## src/rtl/seg7_pkg.sv

```systemverilog
// Package: seg7_pkg
// Shared constants and helpers for the multiplexed 7-segment driver.
//   SEG_x_BIT   : bit positions of segments a..g and the decimal point
//   SEG_OFF     : active-high pattern with every segment dark
//   SEG_DASH    : active-high pattern for a dash (segment g only)
//   seg_lut()   : BCD digit -> active-high segment pattern (dp bit clear)
//   pow10()     : 10**n as a 64-bit constant, used for overflow limits
package seg7_pkg;

    localparam int SEG_A_BIT  = 0;
    localparam int SEG_B_BIT  = 1;
    localparam int SEG_C_BIT  = 2;
    localparam int SEG_D_BIT  = 3;
    localparam int SEG_E_BIT  = 4;
    localparam int SEG_F_BIT  = 5;
    localparam int SEG_G_BIT  = 6;
    localparam int SEG_DP_BIT = 7;

    localparam logic [7:0] SEG_OFF  = 8'h00;
    localparam logic [7:0] SEG_DASH = 8'h40;

    function automatic logic [7:0] seg_lut(input logic [3:0] d);
        logic [7:0] p;
        case (d)
            4'd0:    p = 8'h3F;
            4'd1:    p = 8'h06;
            4'd2:    p = 8'h5B;
            4'd3:    p = 8'h4F;
            4'd4:    p = 8'h66;
            4'd5:    p = 8'h6D;
            4'd6:    p = 8'h7D;
            4'd7:    p = 8'h07;
            4'd8:    p = 8'h7F;
            4'd9:    p = 8'h6F;
            default: p = SEG_OFF;
        endcase
        return p;
    endfunction

    function automatic logic [63:0] pow10(input int n);
        logic [63:0] r;
        r = 64'd1;
        for (int i = 0; i < n; i++) begin
            r = r * 64'd10;
        end
        return r;
    endfunction

endpackage

```

## src/rtl/bin2bcd_seq.sv

```systemverilog
// Module: bin2bcd_seq
// Sequential double-dabble converter, one shift/add-3 step per clock.
//   CLK, RST  : clock, asynchronous active-high reset
//   start     : capture value and begin conversion (ignored while busy)
//   value     : unsigned binary input
//   busy      : conversion in progress (high from the capture edge)
//   done      : high during the last busy cycle; bcd/overflow are final then
//   bcd       : DIGITS packed BCD digits, digit 0 in bits [3:0]
//   overflow  : captured value did not fit in DIGITS decimal digits
// A conversion occupies WIDTH+1 cycles: one capture edge, WIDTH step edges,
// and a final edge where the consumer latches the result and busy drops.
module bin2bcd_seq
    import seg7_pkg::*;
#(
    parameter int WIDTH  = 16,
    parameter int DIGITS = 4
) (
    input  logic                  CLK,
    input  logic                  RST,
    input  logic                  start,
    input  logic [WIDTH-1:0]      value,
    output logic                  busy,
    output logic                  done,
    output logic [4*DIGITS-1:0]   bcd,
    output logic                  overflow
);

    localparam int          CW    = $clog2(WIDTH + 1);
    localparam logic [63:0] LIMIT = pow10(DIGITS);

    logic [WIDTH-1:0]    shift_r;
    logic [4*DIGITS-1:0] bcd_r;
    logic [CW-1:0]       cnt_r;
    logic                busy_r;
    logic                ovf_r;
    logic [4*DIGITS-1:0] adj_s;
    logic [4*DIGITS-1:0] step_s;

    // Add-3 correction on every BCD nibble >= 5, then shift in the next binary bit.
    // Digits shifted past the top nibble are only lost on overflow, where the
    // digits are not displayed anyway.
    always_comb begin
        adj_s = bcd_r;
        for (int i = 0; i < DIGITS; i++) begin
            if (bcd_r[4*i +: 4] >= 4'd5) begin
                adj_s[4*i +: 4] = bcd_r[4*i +: 4] + 4'd3;
            end else begin
                adj_s[4*i +: 4] = bcd_r[4*i +: 4];
            end
        end
        step_s = {adj_s[4*DIGITS-2:0], shift_r[WIDTH-1]};
    end

    // Conversion sequencer: capture, WIDTH steps, then release busy.
    always_ff @(posedge CLK or posedge RST) begin
        if (RST) begin
            shift_r <= '0;
            bcd_r   <= '0;
            cnt_r   <= '0;
            busy_r  <= 1'b0;
            ovf_r   <= 1'b0;
        end else if (!busy_r) begin
            if (start) begin
                shift_r <= value;
                bcd_r   <= '0;
                cnt_r   <= '0;
                busy_r  <= 1'b1;
                ovf_r   <= (64'(value) >= LIMIT);
            end
        end else if (cnt_r == CW'(WIDTH)) begin
            busy_r <= 1'b0;
        end else begin
            bcd_r   <= step_s;
            shift_r <= shift_r << 1;
            cnt_r   <= cnt_r + CW'(1);
        end
    end

    assign busy     = busy_r;
    assign done     = busy_r && (cnt_r == CW'(WIDTH));
    assign bcd      = bcd_r;
    assign overflow = ovf_r;

endmodule

```

## src/rtl/seg7_scan_display.sv

```systemverilog
// Module: seg7_scan_display
// Multiplexed 7-segment driver: binary value -> DIGITS decimal digits shown
// one at a time on a shared segment bus.
//   CLK, RST  : clock, asynchronous active-high reset
//   value     : unsigned binary value, sampled on load
//   load      : start a conversion (ignored while busy)
//   dp        : per-digit decimal point, bit0 = rightmost, sampled live
//   blank_lz  : blank leading zeros, sampled live
//   busy      : conversion in progress
//   overflow  : displayed value >= 10**DIGITS, all digits show a dash
//   segs      : bit0..6 = a..g, bit7 = dp, registered, polarity SEG_ACTIVE_LOW
//   digit_en  : one-hot digit select, registered, polarity DIG_ACTIVE_LOW
module seg7_scan_display
    import seg7_pkg::*;
#(
    parameter int DIGITS         = 4,
    parameter int WIDTH          = 16,
    parameter int SCAN_DIV       = 16000,
    parameter int BLANK_CYC      = 2,
    parameter int SEG_ACTIVE_LOW = 1,
    parameter int DIG_ACTIVE_LOW = 0
) (
    input  logic              CLK,
    input  logic              RST,
    input  logic [WIDTH-1:0]  value,
    input  logic              load,
    input  logic [DIGITS-1:0] dp,
    input  logic              blank_lz,
    output logic              busy,
    output logic              overflow,
    output logic [7:0]        segs,
    output logic [DIGITS-1:0] digit_en
);

    localparam int IW = (DIGITS > 1) ? $clog2(DIGITS) : 1;
    localparam int PW = $clog2(SCAN_DIV);
    localparam logic [7:0]        SEG_PIN_OFF = (SEG_ACTIVE_LOW != 0) ? ~SEG_OFF : SEG_OFF;
    localparam logic [DIGITS-1:0] DIG_PIN_OFF = (DIG_ACTIVE_LOW != 0) ? {DIGITS{1'b1}} : {DIGITS{1'b0}};

    logic [4*DIGITS-1:0] conv_bcd_s;
    logic                conv_ovf_s;
    logic                conv_done_s;
    logic                conv_busy_s;

    logic [4*DIGITS-1:0] disp_r;
    logic                ovf_r;
    logic [PW-1:0]       presc_r;
    logic [IW-1:0]       idx_r;
    logic [7:0]          segs_r;
    logic [DIGITS-1:0]   digit_en_r;

    logic [PW-1:0]       presc_nxt_s;
    logic [IW-1:0]       idx_nxt_s;
    logic [7:0]          pat_s [DIGITS];
    logic [3:0]          dig_val_s;
    logic                nz_above_s;
    logic [7:0]          sel_pat_s;
    logic [DIGITS-1:0]   dig_sel_s;
    logic [7:0]          segs_nxt_s;
    logic [DIGITS-1:0]   digit_en_nxt_s;

    bin2bcd_seq #(
        .WIDTH  (WIDTH),
        .DIGITS (DIGITS)
    ) u_bin2bcd (
        .CLK      (CLK),
        .RST      (RST),
        .start    (load),
        .value    (value),
        .busy     (conv_busy_s),
        .done     (conv_done_s),
        .bcd      (conv_bcd_s),
        .overflow (conv_ovf_s)
    );

    // Display register and overflow flag change together when a conversion ends.
    always_ff @(posedge CLK or posedge RST) begin
        if (RST) begin
            disp_r <= '0;
            ovf_r  <= 1'b0;
        end else if (conv_done_s) begin
            disp_r <= conv_bcd_s;
            ovf_r  <= conv_ovf_s;
        end
    end

    // Next prescaler / scan index; the index advances when the prescaler wraps.
    always_comb begin
        if (presc_r == PW'(SCAN_DIV - 1)) begin
            presc_nxt_s = '0;
            if (idx_r == IW'(DIGITS - 1)) begin
                idx_nxt_s = '0;
            end else begin
                idx_nxt_s = idx_r + IW'(1);
            end
        end else begin
            presc_nxt_s = presc_r + PW'(1);
            idx_nxt_s   = idx_r;
        end
    end

    // Active-high pattern per digit: walk from the top digit down so each digit
    // knows whether any higher digit is non-zero (leading-zero blanking).
    always_comb begin
        nz_above_s = 1'b0;
        dig_val_s  = 4'd0;
        for (int i = DIGITS - 1; i >= 0; i--) begin
            dig_val_s  = disp_r[4*i +: 4];
            nz_above_s = nz_above_s | (dig_val_s != 4'd0);
            if (ovf_r) begin
                pat_s[i] = SEG_DASH;
            end else if (blank_lz && (i != 0) && !nz_above_s) begin
                pat_s[i] = SEG_OFF;
            end else begin
                pat_s[i] = seg_lut(dig_val_s);
            end
            pat_s[i][SEG_DP_BIT] = dp[i];
        end
    end

    // Pick the pattern and one-hot select for the digit being shown next cycle,
    // then apply blanking and pin polarity.
    always_comb begin
        sel_pat_s = SEG_OFF;
        dig_sel_s = '0;
        for (int i = 0; i < DIGITS; i++) begin
            if (idx_nxt_s == IW'(i)) begin
                sel_pat_s    = pat_s[i];
                dig_sel_s[i] = 1'b1;
            end else begin
                dig_sel_s[i] = 1'b0;
            end
        end
        // The prescaler restarts at 0 on every index change, so its low counts
        // mark the anti-ghost window.
        if (presc_nxt_s < PW'(BLANK_CYC)) begin
            segs_nxt_s = SEG_PIN_OFF;
        end else if (SEG_ACTIVE_LOW != 0) begin
            segs_nxt_s = ~sel_pat_s;
        end else begin
            segs_nxt_s = sel_pat_s;
        end
        if (DIG_ACTIVE_LOW != 0) begin
            digit_en_nxt_s = ~dig_sel_s;
        end else begin
            digit_en_nxt_s = dig_sel_s;
        end
    end

    // Scan state and registered pin outputs.
    always_ff @(posedge CLK or posedge RST) begin
        if (RST) begin
            presc_r    <= '0;
            idx_r      <= '0;
            segs_r     <= SEG_PIN_OFF;
            digit_en_r <= DIG_PIN_OFF;
        end else begin
            presc_r    <= presc_nxt_s;
            idx_r      <= idx_nxt_s;
            segs_r     <= segs_nxt_s;
            digit_en_r <= digit_en_nxt_s;
        end
    end

    assign busy     = conv_busy_s;
    assign overflow = ovf_r;
    assign segs     = segs_r;
    assign digit_en = digit_en_r;

endmodule
```

## config.mk

```make
export PLATFORM = sky130hd
export DESIGN_NAME = seg7_scan_display
export DESIGN_NICKNAME = d
export VERILOG_FILES = /design/src/rtl/seg7_pkg.sv /design/src/rtl/bin2bcd_seq.sv /design/src/rtl/seg7_scan_display.sv
export SDC_FILE = /design/constraint.sdc
export NUM_CORES = 1
export LEC_CHECK = 0
export CORE_UTILIZATION = 55
export CTS_CLUSTER_DIAMETER = 60
export DETAILED_ROUTE_END_ITERATION = 12
export PLACE_DENSITY = 0.76
export SYNTH_ARGS = -nofsm -noshare
export SYNTH_HDL_FRONTEND = slang
export SYNTH_SLANG_ARGS = --single-unit
```

## constraint.sdc

```tcl
create_clock -name CLK -period 6.33 [get_ports CLK]
set_clock_uncertainty 0.05 [all_clocks]
set_input_delay 1.266 -clock CLK [delete_from_list [all_inputs] [get_ports CLK]]
set_output_delay 1.266 -clock CLK [all_outputs]
set_load 0.02 [all_outputs]
```

==> results of run 1 <==
## power by group
group          switching (uW)  total [uW]  internal [uW]
registers                 200         927            727
logic                     546         981            436
clock network             195         460            265
total                     940        2370           1430
## worst paths after layout
path                                        endpoint  slack [ns]
max in group asynchronous                digit_en[3]        4.08
worst min-delay path            u_bin2bcd.shift_r[3]        0.43
worst max-delay path                         segs[4]        2.88
min in group asynchronous                 presc_r[8]        1.50
worst min register to register  u_bin2bcd.shift_r[3]        0.43
worst max register to register               segs[4]        2.88
## placed cells by master, fill, tap and decap left out, drive strengths merged, types with 9 or more instances in the layout
cell type	count
inv	30
a21oi	27
o21ai	39
mux2	10
ha	32
clkbuf	11
o31ai	9
nor3	10
nor2b	9
nand2b	11
a22oi	16
nand2	68
nand3	28
xnor2	14
clkdlybuf4s50	37
nor2	34
dfrtp	76
## stage by stage
| step | setup slack (ns) | hold slack [ns] | cell area, um2 | power (uW) |
|---|---|---|---|---|
| after floorplan | 2.86 | 0.392 | 5000 | 1640 |
| after global placement | 2.90 | 0.410 | 5370 | 1860 |
| after detailed placement | 2.82 | 0.416 | 5370 | 1910 |
| after CTS | 2.89 | 0.437 | 5610 | 2370 |
| after global routing | 2.59 | 0.449 | 5610 | 2560 |
| final | 2.88 | 0.433 | 5610 | 2370 |
## sequential cells by signal, indices dropped and copies added, names as in the netlist
register            flops
presc_r                14
overflow                1
idx_r                   2
u_bin2bcd.overflow      1
disp_r                 16
u_bin2bcd.cnt_r         5
digit_en                4
segs                    8
u_bin2bcd.bcd          16
u_bin2bcd.shift_r      16
u_bin2bcd.busy          1
## kinds of logic after synthesis
logic type	share of synthesized area (%)
AO/OA/AOI/OAI	16.7
buffers and inverters	5.98
multiplexers	3.65
flip-flops	42.2
XOR/XNOR	3.33
adder cells (fa/ha/maj)	8.00
AND/OR/NAND/NOR	20.2
## per-layer routing
metal	track usage, %	part of all wire [%]
met5	0	0
met4	8.94	1.4
met3	3.17	3.4
met2	36.9	49
met1	29.5	46
## layout make-up
class / instances / area share (%)
well taps: 108 / 2.41
multi-input cells: 391 / 46.2
repair buffers: 41 / 7.14
flip-flops and latches: 84 / 37.7
clock inverters: 5 / 1.92
clock buffers: 11 / 2.34
inverters: 32 / 2.28
## critical path, delay by kind of cell (launching register included)
family | cells | cell delay, ns
AO/OA/AOI/OAI | 2 | 0.66
adder cells (fa/ha/maj) | 1 | 0.31
buffers and inverters | 1 | 0.44
flip-flops | 1 | 0.39
multiplexers | 1 | 0.97
AND/OR/NAND/NOR | 2 | 0.50
==> results.sh, run 1 <==
export IMPL_path_clk_slew_ns=0.09
export IMPL_synthArstFlopShare_pct=100
export IMPL_p_leak_uw=0.00248
export IMPL_cts_hold_buf=0
export IMPL_antenna_found_initial=0
export IMPL_root_buffer="clkbuf_8"
export IMPL_areaGrowthSynthToFinish_pct=12.1
export IMPL_cts_tree="built"
export IMPL_crit_start="presc_r[0]"
export IMPL_cts_sinks=84
export IMPL_boundaryPins=38
export IMPL_cts_buffers=9
export IMPL_timing_rr_start="presc_r[0]"
export IMPL_syn_nets=592
export IMPL_drtIter0Drc=144
export IMPL_synthesis_area_mm2=0.00500
export IMPL_cp_end_kind="flop"
export IMPL_ant_nets=0
export IMPL_grt_max_degree=85
export IMPL_hold_start="u_bin2bcd.shift_r[3]"
export IMPL_drv_cap=0
export IMPL_rsz0062_at_grt="false"
export IMPL_synthCells=536
export IMPL_setup_violations=0
export IMPL_synth_area_top_cells="dfrtp_1, ha_1, nand2_1"
export IMPL_drive_gt1_share_pct=8.69
export IMPL_die_area_mm2=0.00948
export IMPL_dp_cells=656
export IMPL_synth_edf_count=0
export IMPL_critPathRequiredTime_ns=6.52
export IMPL_critical_path_class="flop to flop"
export IMPL_antennaDiodeCount=0
export IMPL_ys_warn_count=0
export IMPL_tightest_slew_ns=1.12
export IMPL_hold_violations=0
export IMPL_drc_errors=0
export IMPL_ys_ff_latch=84
export IMPL_die_x_um=97.4
export IMPL_n_fill_cell=715
export IMPL_relSlewSlack_pct=23.0
export IMPL_wl_per_cell_um=14.8
export IMPL_post_route_min_period_ns=3.45
export IMPL_cts_max_level=3
export IMPL_synth_largest_area_cell="dfrtp_1"
export IMPL_synth_ff_type="dfrtp_1"
export IMPL_routed_via_density=5.76
export IMPL_stdcell_count=672
export IMPL_chipHeight_um=97.4
export IMPL_fin_nets=615
export IMPL_fin_util_pct=64.0
export IMPL_ys_seq_area_share_pct=42.2
export IMPL_cp_start_kind="flop"
export IMPL_yosysMostFrequentCell="dfrtp_1"
export IMPL_crit_slowest_cell="mux2i_1"
export IMPL_yosys_top_cells_count="dfrtp_1, nand2_1, o21ai_0, nor2_1, ha_1"
export IMPL_grt_pass1_wl_mm=17.3
export IMPL_post_cts_buffers=0
export IMPL_timing_fmax_ghz=0.290
export IMPL_clock_latency_ns=0.36
export IMPL_synth_top_area_share_pct=38.0
export IMPL_post_dp_hpwl_mm=7.11
export IMPL_drv_slew=0
export IMPL_core_mm2=0.00876
export IMPL_power_density_mw_per_mm2=422
export IMPL_worstPathCellList="ha_1 -> nand4_4 -> nor4_4 -> mux2i_1 -> clkinv_2 -> a2111oi_0 -> o311ai_1"
export IMPL_cpPeakStageDelay_ns=0.97
export IMPL_period_share_pct=54.5
export IMPL_drt_wl_total_mm=9.98
export IMPL_holdPathStages=2
export IMPL_regArea_mm2=0.00211
export IMPL_multi_input_area_mm2=0.00259
export IMPL_cts_resized_gates=0
export IMPL_synth_area_per_cell_um2=9.33
export IMPL_tns_ns=0
export IMPL_crit_arrival_ns=3.64
export IMPL_grt_util_all_layers_pct=22.3
export IMPL_vias=3870
export IMPL_grt_pass1_vias=3788
export IMPL_ys_types=58
export IMPL_grt_overflow=0
export IMPL_cts_path_max_buffers=2
export IMPL_drt_pre_antenna_iters=4
export IMPL_initial_core_util_pct=57.1
export IMPL_r2r_cells=7
export IMPL_place_congestion=0.903
export IMPL_path_max_fanout=15
export IMPL_status="completed"
export IMPL_hold_path_class="flop to flop"
export IMPL_rows=34
export IMPL_portBuffers=37
export IMPL_peakVddDrop_v=0.000220
No activity file was read; power rests on OpenSTA's default activity.
==> run 2, diff against run 1 <==
Clock period 6.33 ns to 3.2 ns, I/O delays scaled along.
==> run 2 against run 1 <==
Compared with the run above: sequential share of layout area rose by 0.084 points; critical path depth did not move; hold slack improved by 0.0022 ns; register-to-register slack got worse by 2.4 ns; die area did not move; worst setup slack got worse by 2.4 ns; non-clock buffer count rose by 3; routed wire length rose by 2.6%; critical endpoint unchanged.
==> results.sh, run 2 (same netlist as run 1, synthesis figures left out) <==
export IMPL_rsz0062_at_grt="false"
export IMPL_timing_fmax_ghz=0.372
export IMPL_antenna_found_initial=0
export IMPL_r2r_cells=7
export IMPL_grt_max_degree=85
export IMPL_tightest_slew_ns=1.08
export IMPL_holdPathStages=2
export IMPL_grt_overflow=0
export IMPL_status="completed"
export IMPL_crit_slowest_cell="mux2i_1"
export IMPL_p_leak_uw=0.00248
export IMPL_p_sw_uw=1880
export IMPL_core_mm2=0.00876
export IMPL_antennaDiodeCount=0
export IMPL_power_frac_comb_pct=43.7
export IMPL_stdcell_count=675
export IMPL_root_buffer="clkbuf_8"
export IMPL_die_x_um=97.4
export IMPL_path_clk_slew_ns=0.10
export IMPL_fin_util_pct=63.8
export IMPL_relSlewSlack_pct=27.9
export IMPL_vias=3901
export IMPL_power_density_mw_per_mm2=806
export IMPL_drc_errors=0
export IMPL_boundaryPins=38
export IMPL_cts_max_level=3
export IMPL_tns_ns=0
export IMPL_worstReg2RegEnd="segs[4]"
export IMPL_pwr_share_clk_pct=16.4
export IMPL_cpPeakStageDelay_ns=0.59
export IMPL_routed_via_density=5.78
export IMPL_fin_nets=618
export IMPL_internal_power_uw=2630
export IMPL_hold_path_end="u_bin2bcd.shift_r[4]"
export IMPL_switching_share_pct=41.6
export IMPL_place_congestion=0.906
export IMPL_hold_path_class="flop to flop"
export IMPL_chipHeight_um=97.4
export IMPL_cts_path_max_buffers=2
export IMPL_initial_core_util_pct=57.1
export IMPL_path_max_fanout=10
export IMPL_post_route_min_period_ns=2.69
export IMPL_setup_violations=0
export IMPL_cts_sinks=84
export IMPL_grt_util_all_layers_pct=23.1
export IMPL_areaGrowthSynthToFinish_pct=11.8
export IMPL_drtIter0Drc=172
export IMPL_die_area_mm2=0.00948
export IMPL_final_common_cell="dfrtp_1"
export IMPL_drt_wl_total_mm=10.2
export IMPL_post_cts_buffers=0
export IMPL_rows=34
export IMPL_portBuffers=37
export IMPL_cts_tree="built"
export IMPL_dp_cells=659
export IMPL_clock_latency_ns=0.36
export IMPL_hold_start="u_bin2bcd.shift_r[4]"
export IMPL_critPathRequiredTime_ns=3.41
export IMPL_sequentialPowerShare_pct=39.8
export IMPL_post_dp_hpwl_mm=7.34
export IMPL_drv_cap=0
export IMPL_grt_pass1_vias=3742
export IMPL_top_layer="met4"
export IMPL_cp_start_kind="flop"
export IMPL_peakVddDrop_v=0.000491
export IMPL_drive_gt1_share_pct=9.52
export IMPL_period_share_pct=84.0
export IMPL_ant_nets=0
export IMPL_cts_resized_gates=0
export IMPL_grt_pass1_wl_mm=17.8
export IMPL_cp_end_kind="flop"
export IMPL_wirelength_met1_mm=4.93
export IMPL_wl_per_cell_um=15.2
export IMPL_cts_buffers=9
export IMPL_wl_met2_mm=4.76
export IMPL_critical_path_class="flop to flop"
export IMPL_worst_r2r_setup_slack_ns=0.51
export IMPL_drt_pre_antenna_iters=4
export IMPL_n_fill_cell=757
export IMPL_worstPathCellList="ha_1 -> nand4_4 -> nor4_4 -> mux2i_1 -> clkinv_4 -> or3_1 -> o311ai_1"
export IMPL_hold_violations=0
export IMPL_mostFrequentLayoutCells="dfrtp_1, nand2_1, o21ai_0"
export IMPL_drv_slew=0
export IMPL_wl_met3_um=321
export IMPL_timing_rr_start="presc_r[0]"
export IMPL_crit_arrival_ns=2.90
export IMPL_cts_hold_buf=0
run 2: cell count changes in the layout (fill, tap and decap cells not counted), moves of 2 or more:
cell | previous run | this run
clkbuf_1 | 2 | 0
bufinv_16 | 3 | 0
buf_4 | 4 | 6
inv_8 | 0 | 2
run 2: stage by stage:
stage / power [uW] / area (um2) / setup slack, ns / hold slack, ns
after global placement: 3690 / 5400 / 0.554 / 0.405
final: 4510 / 5590 / 0.511 / 0.435
after floorplan: 3240 / 5000 / 0.358 / 0.392
after detailed placement: 3790 / 5400 / 0.444 / 0.414
after global routing: 4930 / 5590 / 0.304 / 0.449
after CTS: 4540 / 5590 / 0.467 / 0.438
run 2: worst max-delay path, delay by kind of cell (launching register included):
| family | cells | cell delay, ns |
|---|---|---|
| AND/OR/NAND/NOR | 3 | 0.90 |
| multiplexers | 1 | 0.59 |
| flip-flops | 1 | 0.41 |
| adder cells (fa/ha/maj) | 1 | 0.33 |
| buffers and inverters | 1 | 0.20 |
| AO/OA/AOI/OAI | 1 | 0.10 |
run 2: power groups by stage:
| stage | clock network [uW] | logic (uW) | registers, uW |
|---|---|---|---|
| after floorplan | 0 | 1500 | 1740 |
| after global placement | 0 | 1900 | 1790 |
| after detailed placement | 0 | 1970 | 1820 |
| after CTS | 763 | 1980 | 1800 |
| after global routing | 808 | 2260 | 1860 |
| final | 740 | 1970 | 1800 |
run 2: how the worst max path moves through the flow:
stage / startpoint / to / slack, ns
floorplan: RST / digit_en[0] / 0.36
global placement: load / u_bin2bcd.bcd[15] / 0.55
detailed placement: load / u_bin2bcd.bcd[11] / 0.44
CTS: presc_r[0] / segs[4] / 0.47
global route: presc_r[0] / segs[4] / 0.30
finish: presc_r[0] / segs[4] / 0.51
run 2: cell type report:
type	count	area (um2)	share of cell area (%)
Clock buffer	10	138	2.46
Clock inverter	6	53.8	0.962
Inverter	32	128	2.28
Sequential cell	84	2110	37.8
Multi-Input combinational cell	391	2590	46.3
Timing Repair Buffer	44	435	7.78
Tap cell	108	135	2.42
run 2: per-layer routing:
metal	up-vias	GRT usage, %
met5	-	0
met4	0	9.16
met3	22	4.46
met2	81	35.8
met1	1855	32.1
li1	1943	-
